**config.mk**
```make
export PLATFORM = sky130hd
export DESIGN_NAME = fib_seq_flat
export DESIGN_NICKNAME = d
export VERILOG_FILES = /design/src/rtl/fib_seq_if.sv /design/src/rtl/fib_seq.sv /design/src/flat_wrapper.sv
export SDC_FILE = /design/constraint.sdc
export NUM_CORES = 1
export LEC_CHECK = 0
export ABC_CLOCK_PERIOD_IN_PS = 1800
export BUFFER_PORTS_ARGS = -buffer_cell sky130_fd_sc_hd__buf_4
export CORE_AREA = 2 2 69 54
export DETAILED_ROUTE_END_ITERATION = 6
export DIE_AREA = 0 0 71 56
export GPL_ROUTABILITY_DRIVEN = 0
export GPL_TIMING_DRIVEN = 0
export HOLD_SLACK_MARGIN = 0.15
export PLACE_DENSITY = 0.77
export SLEW_MARGIN = 25
export SYNTH_ARGS = -nofsm -noshare
export SYNTH_HDL_FRONTEND = slang
export SYNTH_SLANG_ARGS = --single-unit
```
**constraint.sdc**
```tcl
create_clock -name clk -period 1.8 [get_ports clk]
set_input_delay 0.18 -clock clk [delete_from_list [all_inputs] [get_ports clk]]
set_output_delay 0.18 -clock clk [all_outputs]
set_load 0.01 [all_outputs]
```
**src/rtl/fib_seq_if.sv**
```systemverilog
// Purpose : request/response and ALU-operand bundle for the Fibonacci sequencer.
// Latency : none, wires only.
// Backpressure: none. The requester observes busy and done itself.
// Ports   : master = requester plus ALU side (drives start, n, alu_s).
//           slave  = fib_seq (drives alu_a, alu_b, alu_mode, busy, done, result, ovf).
interface fib_seq_if #(
    parameter int N_W = 4
);
    logic           start;
    logic [N_W-1:0] n;
    logic [7:0]     alu_a;
    logic [7:0]     alu_b;
    logic [3:0]     alu_mode;
    logic [7:0]     alu_s;
    logic           busy;
    logic           done;
    logic [7:0]     result;
    logic           ovf;

    modport master (
        output start, n, alu_s,
        input  alu_a, alu_b, alu_mode, busy, done, result, ovf
    );

    modport slave (
        input  start, n, alu_s,
        output alu_a, alu_b, alu_mode, busy, done, result, ovf
    );
endinterface

```
**src/rtl/fib_seq.sv**
```systemverilog
// Purpose : computes F(n) mod 256 plus an overflow flag by iterating an external 8-bit ALU.
// Latency : done pulses in the cycle after edge E0+n, where E0 is the start edge (E0 itself when n==0).
// Backpressure: start is taken only in IDLE. start or n changes while busy or in DONE are ignored.
// Ports   : clk and rst (synchronous, active-high); bus is the fib_seq_if.slave modport
//           carrying start/n, the ALU operands and result, and busy/done/result/ovf.
module fib_seq #(
    parameter int N_W = 4
) (
    input  logic       clk,
    input  logic       rst,
    fib_seq_if.slave   bus
);

    localparam logic [3:0] MODE_ADD = 4'b0011;
    localparam logic [3:0] MODE_CLR = 4'b1010;

    typedef enum logic [1:0] {
        IDLE = 2'd0,
        ITER = 2'd1,
        DONE = 2'd2
    } state_t;

    state_t         state_q;
    state_t         state_d;
    logic [7:0]     fa;
    logic [7:0]     fb;
    logic [N_W-1:0] cnt;
    logic           wa;
    logic           wb;
    logic [7:0]     result_q;
    logic           ovf_q;
    logic           carry;
    logic           last_iter;

    // An 8-bit add wrapped exactly when the sum is smaller than one of its operands.
    assign carry     = (bus.alu_s < fb);
    assign last_iter = (cnt == N_W'(1));

    assign bus.busy   = (state_q != IDLE);
    assign bus.done   = (state_q == DONE);
    assign bus.result = result_q;
    assign bus.ovf    = ovf_q;

    always_comb begin
        state_d      = state_q;
        bus.alu_a    = 8'd0;
        bus.alu_b    = 8'd0;
        bus.alu_mode = MODE_CLR;
        case (state_q)
            IDLE: begin
                if (bus.start) begin
                    state_d = (bus.n == '0) ? DONE : ITER;
                end
            end
            ITER: begin
                bus.alu_a    = fa;
                bus.alu_b    = fb;
                bus.alu_mode = MODE_ADD;
                if (last_iter) begin
                    state_d = DONE;
                end
            end
            DONE: begin
                state_d = IDLE;
            end
            default: begin
                state_d = IDLE;
            end
        endcase
    end

    always_ff @(posedge clk) begin
        if (rst) begin
            state_q  <= IDLE;
            fa       <= 8'd0;
            fb       <= 8'd0;
            cnt      <= '0;
            wa       <= 1'b0;
            wb       <= 1'b0;
            result_q <= 8'd0;
            ovf_q    <= 1'b0;
        end else begin
            state_q <= state_d;
            case (state_q)
                IDLE: begin
                    if (bus.start) begin
                        fa  <= 8'd0;
                        fb  <= 8'd1;
                        wa  <= 1'b0;
                        wb  <= 1'b0;
                        cnt <= bus.n;
                        // F(0) goes straight to DONE, so the result is loaded here.
                        if (bus.n == '0) begin
                            result_q <= 8'd0;
                            ovf_q    <= 1'b0;
                        end
                    end
                end
                ITER: begin
                    fa  <= fb;
                    fb  <= bus.alu_s;
                    wa  <= wb;
                    // Once any term has wrapped, every later term is also too large.
                    wb  <= wa | wb | carry;
                    cnt <= cnt - N_W'(1);
                    // fb and wb are the values fa and wa take on this edge, i.e. F(n).
                    // The overflow of F(n+1), now landing in fb, is intentionally dropped.
                    if (last_iter) begin
                        result_q <= fb;
                        ovf_q    <= wb;
                    end
                end
                default: begin
                end
            endcase
        end
    end

endmodule

```
**src/flat_wrapper.sv**
```systemverilog
// flat-port wrapper written by rule: the top's interface ports become plain ports
module fib_seq_flat 
#(
    parameter int N_W = 4
)
  (clk, rst, bus_start, bus_n, bus_alu_s, bus_alu_a, bus_alu_b, bus_alu_mode, bus_busy, bus_done, bus_result, bus_ovf);
  fib_seq_if #(.N_W(N_W)) bus_i ();
  input  logic clk;
  input  logic rst;
  input wire logic [$bits(bus_i.start)-1:0] bus_start;
  input wire logic [$bits(bus_i.n)-1:0] bus_n;
  input wire logic [$bits(bus_i.alu_s)-1:0] bus_alu_s;
  output wire logic [$bits(bus_i.alu_a)-1:0] bus_alu_a;
  output wire logic [$bits(bus_i.alu_b)-1:0] bus_alu_b;
  output wire logic [$bits(bus_i.alu_mode)-1:0] bus_alu_mode;
  output wire logic [$bits(bus_i.busy)-1:0] bus_busy;
  output wire logic [$bits(bus_i.done)-1:0] bus_done;
  output wire logic [$bits(bus_i.result)-1:0] bus_result;
  output wire logic [$bits(bus_i.ovf)-1:0] bus_ovf;
  assign bus_i.start = bus_start;
  assign bus_i.n = bus_n;
  assign bus_i.alu_s = bus_alu_s;
  assign bus_alu_a = bus_i.alu_a;
  assign bus_alu_b = bus_i.alu_b;
  assign bus_alu_mode = bus_i.alu_mode;
  assign bus_busy = bus_i.busy;
  assign bus_done = bus_i.done;
  assign bus_result = bus_i.result;
  assign bus_ovf = bus_i.ovf;
  fib_seq #(.N_W(N_W)) u_core (.clk(clk), .rst(rst), .bus(bus_i));
endmodule
```
After elaboration in Yosys (flattened, before gate mapping)
Cells that the tools add are included.

$add $sub $neg: 1. Magnitude comparators: 1. Equality and inequality tests: 6. Mux-type cells: 24. Bitwise gates (word level): 2. Reduce and logical (&&, ||, !) cells: 7.

Operators by type and width (count): 2-to-1 mux 8 bit (7); one-hot mux 8 bit (2 select lines) (3); less-than comparator 8 bit (1); 2-to-1 mux 4 bit (2); one-hot mux 4 bit (2 select lines) (1); 2-to-1 mux 2 bit (3); one-hot mux 1 bit (2 select lines) (3); equality test 4 x 1 -> 1 bit, second input constant (1); zero test 4 bit (1); 2-to-1 mux 1 bit (4); inequality test 2 x 1 -> 1 bit, second input constant (2); one-hot mux 2 bit (2 select lines) (1); AND reduction 2 bit (2); AND reduction 4 bit (1); nonzero test 2 bit (2); subtractor 4 x 1 -> 4 bit, second input constant (1); equality test 2 x 1 -> 1 bit, second input constant (1); equality test 2 bit, second input constant (1); zero test 2 bit (1); inequality test 2 bit, second input constant (1); bitwise OR 1 bit (2).

Bits in registers: 33. Input bits: 15. Output and inout port bits: 31. Logic and storage cells: 49.

Depth between registers and ports, before layout
Gate-level depths: netlist of run 1.

Word-level depth: 4. Gate-level depth with buffers: 7. Mapped depth without buffers: 6.

Worst setup path after synthesis of run 1
No wires, ideal clock.

Kind: register to register. Start: reg u_core.cnt[1]. End: reg u_core.result_q[0], in the netlist u_core.bus.result[0]. Library setup time: 128 ps. Data arrival time: 1305 ps. Data required time: 1672 ps. Slack: 367 ps. Cell stages (with the launch flop): 8. Path buffers: 1. Clock period less this slack: 1433 ps. Cells stage by stage: dfxtp_1 inv_1 ha_1 and4bb_1 o221ai_2 buf_6 mux2i_1 nor2_1.

Cells in the longest elaborated chain, start to end: 3.

Ends and longest elaborated chain: start: declaration (RTL line fib_seq.sv:27) `logic [N_W-1:0] cnt;`; start signal: assignment (RTL line fib_seq.sv:91) `cnt <= bus.n;`; start signal: assignment (RTL line fib_seq.sv:105) `cnt <= cnt - N_W'(1);`; equality test 4 x 1 -> 1 bit (RTL line fib_seq.sv:37) `assign last_iter = (cnt == N_W'(1));`; inequality test 2 x 1 -> 1 bit (no source line); AND reduction 4 bit (no source line); end signal: assignment (RTL line fib_seq.sv:80) `result_q <= 8'd0;`; end signal: assignment (RTL line fib_seq.sv:94) `result_q <= 8'd0;`; end signal: assignment (RTL line fib_seq.sv:109) `result_q <= fb;`; end: declaration (RTL line fib_seq.sv:30) `logic [7:0] result_q;`.

No other way between the ends. A chain may end at the register's enable or synchronous reset.

Worst setup path after layout of run 1
Start: reg u_core.state_q[1]. End: out bus_alu_a[2].

Cells in the longest elaborated chain, start to end: 2.

Ends and longest elaborated chain: start: declaration (RTL line fib_seq.sv:23) `state_t state_q;`; start signal: assignment (RTL line fib_seq.sv:83) `state_q <= state_d;`; equality test 2 x 1 -> 1 bit (RTL line fib_seq.sv:49) `case (state_q)`; 2-to-1 mux 8 bit (RTL line fib_seq.sv:49); end: declaration (RTL line flat_wrapper.sv:13) `output wire logic [$bits(bus_i.alu_a)-1:0] bus_alu_a;`.

No other way between the ends.

==> run metrics, run 1 <==
grt ovf 0; Crit Path Max Fanout 10; CTS tree done; Post-synth EDFFs 0; CTS max path bufs 2; number of buffers created by CTS 5; P&R area growth vs syn 31.2%; WS Path Type flip-flop to output port; IO Count 46; site row count 18; Placed Instances 266; slack of the worst reg-to-reg path 0.20 ns; clock sinks 33; CTS resizes 0; leak pwr 0.952 nW; unrepaired setup endpoints after global routing false; Crit-path slowest cell dfxtp_1; Die W 71 um; dpl ws 0.215 ns; # H-tree levels 2; critical-path cell list nand2b_4, inv_4, clkbuf_4, and2_1, buf_4; hold depth 3; Power Dens Cells 915 nW/um2; Starting Density 49.9%; Hold Buf Count CTS 0; Data required, critical path 1.62 ns; sequential-to-total area share from yosys stat 40.5%; period utilisation layout 92.1%; Final Non-Filler Cells 274; Synth area leaders dfxtp_1 (41%), nor2_1 (7.1%), ha_1 (6.9%); slowest stage delay, CP 0.42 ns; Worst-Margin Slew 0.549 ns; die area 3980 um2; Layout Nets 257; antenna cells 0; Synth async-reset ratio 0%; Final setup viols 0; total track usage 20.3%; drt wl/cell 13.6 um; syn nets 208; Clock transition at path regs 0.07 ns; number of cells on the critical path 5; Synth Register Bits 33; post-DP HPWL 2.75 mm; max-cap viol count 0; reg2reg path depth 7; drt pass-1 iters 4; Synth Warn # 0; first-pass GRT wire length 6.18 mm; Root Driver clkbuf_8; setup TNS 0 ns; I/O Buffers 42; worst hold slack 0.156 ns; WL final 3.74 mm; number of nets with antenna violations after routing 0; Crit path arrival time 1.48 ns; setup ws final 0.142 ns; Multi-input gate area 851 um2; CP Capture Type output port; vias post-DR 1411; top cell type's share of synthesized area 40.5%; largest net degree at the start of global routing 12; vias per cell 5.15; largest area contributor in the netlist dfxtp_1; commonest non-fill, non-tap cell in the layout buf_4; Slew headroom 63.4%; Fmax 603 MHz; Synth cell types 34; Total Power 1.96 mW; cell area after synthesis 1630 um2; Area after DPL 2000 um2; Min-Delay Path Class input port to flip-flop; Initial DRC Count 105; Cells after Synth 184; Worst Path Buf+Inv 3; Syn Area/Cell 8.86 um2; Fin. Hold Viols 0; final instance area 2140 um2; fin. max-slew vios 0; Fillers 282; Clock Skew 0.00535 ns; die height 56 um; vias in the first global route 1293; Peak VDD IR 0.589 mV; area of the core 3270 um2; most frequent cells in the layout buf_4 (45), dfxtp_1 (33), nor2_1 (31); DRC 0; outcome finished, final reports clean; ys flop type dfxtp_1; Final Core Density 65.5%; clk_lat worst skew 0.29 ns; share of cells above drive strength 1 29.9%; Startpoint Class flip-flop; initial antenna violation count 0; min Tclk post-route 1.66 ns; Post-CTS Setup Repair Bufs 0; register area 661 um2; delay-heaviest family, CP flip-flops
## worst reg2reg max path, stage by stage (launching register included)
cell	delay [ns]
dfxtp_1	0.34
inv_1	0.07
ha_1	0.20
and4bb_1	0.22
o221ai_2	0.19
buf_6	0.19
mux2i_1	0.21
nor2_1	0.05
## routing by layer
| metal | up-vias | part of all wire (%) | global-route usage (%) |
|---|---|---|---|
| met4 | 0 | 2.1 | 7.55 |
| met3 | 8 | 7.0 | 7.07 |
| met2 | 50 | 41 | 29.1 |
| met5 | - | 0 | 0 |
| met1 | 632 | 50 | 28.0 |
| li1 | 721 | - | - |
## flip-flops by register name, summed over array words and instances, names as in the netlist
| name | cells |
|---|---|
| u_core.bus.ovf | 1 |
| u_core.bus.result | 8 |
| u_core.cnt | 4 |
| u_core.fa | 8 |
| u_core.fb | 8 |
| u_core.state_q | 2 |
| u_core.wa | 1 |
| u_core.wb | 1 |
## worst paths after layout
kind / from / end
worst max register to register: u_core.cnt[1] / u_core.bus.result[3]
worst min register to register: u_core.bus.ovf / u_core.bus.ovf
worst min-delay path: bus_alu_s[3] / u_core.fb[3]
worst max-delay path: u_core.state_q[1] / bus_alu_a[2]
## synthesized netlist by cell type (5+ instances only)
library cell and n:
dfxtp_1 33, nor2_1 31, a21oi_1 14, inv_1 11, and2_1 9, ha_1 9
a22oi_1 8, mux2i_1 8, nor2_4 7, o21ai_1 5
## power by group
group          internal (mW)  switching [mW]  total, mW
Combinational          0.145           0.193      0.337
Clock                  0.550           0.280      0.830
Sequential             0.763          0.0274      0.791
## cell type report
type	count	share of cell area (%)
Multi-Input combinational cell	126	39.8
Inverter	13	2.40
Sequential cell	33	30.9
Buffer	12	3.63
Tap cell	40	2.34
Clock inverter	3	3.04
Clock buffer	5	3.22
Timing Repair Buffer	42	14.7
## kinds of logic after synthesis
kind of cell               synth area share [%]
buffers and inverters                      7.60
adders and majority gates                  6.91
AOI/OAI and AO/OA                          15.3
DFF                                        40.5
and+or+nand+nor                            23.6
other                                     0.461
muxes                                      5.60
No activity file was read; power rests on OpenSTA's default activity.
==> run 2, diff against run 1 <==
--- a/config.mk
+++ b/config.mk
@@ -5,7 +5,7 @@
 export SDC_FILE = /design/constraint.sdc
 export NUM_CORES = 1
 export LEC_CHECK = 0
-export ABC_CLOCK_PERIOD_IN_PS = 1800
+export ABC_CLOCK_PERIOD_IN_PS = 1600
 export BUFFER_PORTS_ARGS = -buffer_cell sky130_fd_sc_hd__buf_4
 export CORE_AREA = 2 2 69 54
 export DETAILED_ROUTE_END_ITERATION = 6
==> constraint.sdc (replaced) <==
create_clock -name clk -period 1.6 [get_ports clk]
set_input_delay 0.16 -clock clk [delete_from_list [all_inputs] [get_ports clk]]
set_output_delay 0.16 -clock clk [all_outputs]
set_load 0.01 [all_outputs]
==> run 2 against run 1 <==
Effect of this change: via count rose by 2.4%; flip-flop and latch count did not move; utilization rose by 2.3 points; critical path type is now flip-flop to flip-flop; critical endpoint is now u_core.bus.result[6]; highest routed layer unchanged.
==> run metrics, run 2 (same netlist as run 1, synthesis figures left out) <==
area of the core 3270 um2; initial antenna violation count 0; Fin. Hold Viols 0; Die W 71 um; Clock transition at path regs 0.07 ns; total track usage 20.8%; grt ovf 0; hold path endpoint u_core.fb[0]; unrepaired setup endpoints after global routing true; number of nets with antenna violations after routing 0; most frequent cells in the layout buf_4 (46), nor2_1 (31), dfxtp_1 (30); Clock Skew 0.00566 ns; number of buffers created by CTS 5; P&R area growth vs syn 35.9%; drt wl/cell 13.5 um; Area after DPL 2000 um2; Starting Density 49.9%; reg2reg end u_core.bus.result[6]; clk_lat worst skew 0.29 ns; drt pass-1 iters 4; fin. max-slew vios 0; Data required, critical path 1.76 ns; first-pass GRT wire length 6.33 mm; WS Path Type flip-flop to flip-flop; Fmax 648 MHz; die area 3980 um2; WL final 3.79 mm; dpl ws 0.0153 ns; Initial DRC Count 127; DRC 0; clock sinks 33; Root Driver clkbuf_8; setup ws final 0.0571 ns; hold path start bus_alu_s[0]; die height 56 um; outcome finished, final reports clean; antenna cells 0; Min-Delay Path Class input port to flip-flop; Peak VDD IR 0.669 mV; share of cells above drive strength 1 31.3%; largest net degree at the start of global routing 12; period utilisation layout 96.4%; site row count 18; Slew headroom 65.0%; IO Count 46; vias post-DR 1445; min Tclk post-route 1.54 ns; commonest non-fill, non-tap cell in the layout buf_4; hold depth 3; # H-tree levels 2; CTS max path bufs 2; Final setup viols 0; CTS tree done; Startpoint Class flip-flop; Reg-to-Reg Start u_core.cnt[1]; vias in the first global route 1340; Final Core Density 67.9%; Crit path arrival time 1.71 ns; leak pwr 0.978 nW; final instance area 2220 um2; Fillers 272; slack of the worst reg-to-reg path 0.06 ns; CP Capture Type flip-flop; vias per cell 5.16; Layout Nets 263; Power Dens Cells 1000 nW/um2; I/O Buffers 42; Worst-Margin Slew 0.525 ns; reg2reg path depth 7; post-DP HPWL 2.75 mm; max-cap viol count 0; Crit Path Max Fanout 4
## run 2: report_power, final
part           switching, mW  internal (mW)  leakage, nW
Combinational          0.220          0.174        0.640
Sequential            0.0327          0.861        0.269
Clock                  0.314          0.619       0.0681
Total                  0.567           1.65        0.978
## run 2: worst max path at each step
stage                           start  cells past startpoint                    to
floorplan               u_core.cnt[1]                      7  u_core.bus.result[0]
global placement        u_core.cnt[1]                      7  u_core.bus.result[4]
detailed placement      u_core.cnt[1]                      7  u_core.bus.result[3]
CTS                 u_core.state_q[0]                      5          bus_alu_a[1]
global route            u_core.cnt[1]                      7  u_core.bus.result[6]
finish                  u_core.cnt[1]                      7  u_core.bus.result[6]
## run 2: per-layer routing
layer,wire [um],track usage [%]
met1,1800,28.3
met2,1550,30.4
met3,359,7.07
met4,80,7.55
met5,0,0
## run 2: metrics by stage
stage	TNS, ns	total power [mW]	std cells	hold slack, ns
detailed placement	0	1.28	266	0.437
CTS	0	2.22	280	0.157
global route	-0.0160	2.33	280	0.157
floorplan	0	1.15	184	0.321
global placement	0	1.27	266	0.430
finish	0	2.22	280	0.162
## run 2: final cells by class
type | count | area (um2) | area share [%]
Sequential cell | 33 | 664 | 30.0
Multi-Input combinational cell | 126 | 863 | 39.0
Buffer | 11 | 70.1 | 3.16
Clock buffer | 5 | 68.8 | 3.11
Timing Repair Buffer | 49 | 383 | 17.3
Inverter | 13 | 51.3 | 2.32
Tap cell | 40 | 50.0 | 2.26
Clock inverter | 3 | 65.1 | 2.94
## run 2: worst max-delay path: stages (launching register included)
cell and delay (ns):
dfxtp_2 0.34, inv_2 0.05, ha_4 0.15, and4bb_1 0.20, o221ai_2 0.23, buf_4 0.20, mux2i_1 0.18, nor2_1 0.05
## run 2: repair_timing
action	in CTS	in global routing
hold buffers	6	0
pin swaps	0	1
setup buffers	0	0
setup endpoints to repair	10	16
resized for setup	4	6
gates cloned	0	1
hold endpoints to repair	6	0
==> run 3, diff against run 2 <==
--- a/config.mk
+++ b/config.mk
@@ -7,13 +7,14 @@
 export LEC_CHECK = 0
 export ABC_CLOCK_PERIOD_IN_PS = 1600
 export BUFFER_PORTS_ARGS = -buffer_cell sky130_fd_sc_hd__buf_4
-export CORE_AREA = 2 2 69 54
+export CORE_AREA = 2 2 68 54
+export CTS_BUF_LIST = sky130_fd_sc_hd__clkbuf_4 sky130_fd_sc_hd__clkbuf_8
 export DETAILED_ROUTE_END_ITERATION = 6
-export DIE_AREA = 0 0 71 56
+export DIE_AREA = 0 0 70 56
 export GPL_ROUTABILITY_DRIVEN = 0
 export GPL_TIMING_DRIVEN = 0
 export HOLD_SLACK_MARGIN = 0.15
-export PLACE_DENSITY = 0.77
+export PLACE_DENSITY = 0.78
 export SLEW_MARGIN = 25
 export SYNTH_ARGS = -nofsm -noshare
 export SYNTH_HDL_FRONTEND = slang
==> run 3 against run 2 <==
Effect of this change: sequential share of layout area rose by 0.76 points; critical path type unchanged; maximum frequency fell by 1.9%; clock power fell by 32%; register-to-register slack got worse by 0.03 ns; critical path depth fell by 2; largest cell class unchanged; die area fell by 1.4%; clock skew fell by 0.0022 ns; non-clock buffer count did not move.
==> run metrics, run 3 (same netlist as run 1, synthesis figures left out) <==
WL final 3.95 mm; Initial DRC Count 43; commonest non-fill, non-tap cell in the layout buf_4; vias in the first global route 1354; Fmax 636 MHz; Starting Density 51.0%; min Tclk post-route 1.57 ns; fin. max-slew vios 0; met3 WL 252 um; share of cells above drive strength 1 31.8%; drt pass-1 iters 4; clock sinks 33; number of buffers created by CTS 5; CP Capture Type flip-flop; Total Power 1.93 mW; CTS tree done; Fillers 287; drt wl/cell 14.2 um; antenna cells 0; setup ws final 0.0277 ns; vias per cell 5.16; Clock power frac 33.0%; period utilisation layout 98.3%; Net Sw Power 0.537 mW; Slew headroom 62.6%; Clock Skew 0.00344 ns; area of the core 3200 um2; Data required, critical path 1.82 ns; max layer used met4; P&R area growth vs syn 33.1%; Clock transition at path regs 0.06 ns; first-pass GRT wire length 6.47 mm; IO Count 46; number of nets with antenna violations after routing 0; most frequent cells in the layout buf_4 (48), nor2_1 (31), dfxtp_1 (30); vias post-DR 1440; critical-path cell list nand2b_4, buf_4, nor4_1, mux2_1, a21oi_1; sequential share of power 46.3%; Final setup viols 0; Final Non-Filler Cells 279; Sw Share 27.8%; Startpoint Class flip-flop; Crit-path slowest cell mux2_1; cell-internal power 1.39 mW; clk_lat worst skew 0.29 ns; WS Path Type flip-flop to flip-flop; Fin. Hold Viols 0; grt ovf 0; DRC 0; die area 3920 um2; Power Dens Cells 890 nW/um2; post-DP HPWL 2.84 mm; Area after DPL 2000 um2; slowest stage delay, CP 0.37 ns; Comb power frac 20.7%; unrepaired setup endpoints after global routing true; CTS max path bufs 2; slack of the worst reg-to-reg path 0.03 ns; Peak VDD IR 0.599 mV; Layout Nets 263; Min-Delay Path Class input port to flip-flop; leak pwr 0.959 nW; Worst-Margin Slew 0.561 ns; initial antenna violation count 0; site row count 18; setup TNS 0 ns; Die W 70 um; max-cap viol count 0; met1 wire length 1.86 mm; dpl ws 0.0251 ns; Root Driver clkbuf_8; die height 56 um; largest net degree at the start of global routing 11; outcome finished, final reports clean; Crit Path Max Fanout 5; total track usage 21.2%; met2 WL 1.79 mm; final instance area 2170 um2; I/O Buffers 42; Crit path arrival time 1.79 ns; # H-tree levels 2; Placed Instances 266
-- run 3: cell types whose count changed in the layout (fill, tap and decap cells not counted) --
cell           delta
buf_4             +2
bufinv_16         -2
dlygate4sd3_1     -2
clkbuf_4          +1
clkbuf_8          +1
clkinv_2          -1
dfxtp_2           -1
dfxtp_4           +1
-- run 3: final timing paths --
path | from | endpoint | cells past startpoint
setup / recovery | u_core.state_q[1] | u_core.cnt[3] | 5
hold / removal | bus_alu_s[4] | u_core.fb[4] | 3
setup reg to reg | u_core.state_q[1] | u_core.cnt[3] | 5
hold reg to reg | u_core.bus.ovf | u_core.bus.ovf | 2
-- run 3: area by class of cell --
| type | count | area (um2) | share of cell area (%) |
|---|---|---|---|
| plain buffers | 12 | 77.6 | 3.58 |
| clock buffers | 7 | 90.1 | 4.15 |
| inverters | 13 | 51.3 | 2.36 |
| multi-input cells | 126 | 863 | 39.8 |
| flip-flops and latches | 33 | 667 | 30.7 |
| well taps | 40 | 50.0 | 2.31 |
| repair buffers | 48 | 370 | 17.1 |
-- run 3: routing by layer --
| metal | vias up | track usage (%) |
|---|---|---|
| met5 | - | 0 |
| met4 | 0 | 8.24 |
| met3 | 5 | 6.52 |
| met2 | 44 | 32.0 |
| li1 | 730 | - |
| met1 | 661 | 28.4 |
-- run 3: per-stage QoR --
stage / util, % / hold WS [ns]
after floorplan: - / 0.321
after global placement: 62.4 / 0.430
after detailed placement: 62.4 / 0.436
after CTS: 66.9 / 0.157
after global routing: 67.8 / 0.163
final: 67.8 / 0.154
-- run 3: power groups by stage --
stage,Combinational [mW],Sequential [mW],Clock (mW)
after floorplan,0.255,0.898,0
after global placement,0.365,0.904,0
after detailed placement,0.371,0.906,0
after CTS,0.385,0.891,0.649
after global routing,0.444,0.899,0.688
final,0.400,0.894,0.638
-- run 3: repair_timing --
item / CTS / global route
endpoints found under the setup margin: 12 / 16
pin swaps: 0 / 1
hold buffers: 4 / 0
setup buffers: 0 / 1
cloned: 0 / 1
hold endpoints to repair: 4 / 0
resized for setup: 5 / 7
-- run 3: critical path, delay by kind of cell, from the launching register on --
| family | cells | cell delay, ns |
|---|---|---|
| muxes | 1 | 0.37 |
| AOI/OAI and AO/OA | 1 | 0.14 |
| and+or+nand+nor | 2 | 0.48 |
| DFF | 1 | 0.36 |
| buffers and inverters | 1 | 0.15 |
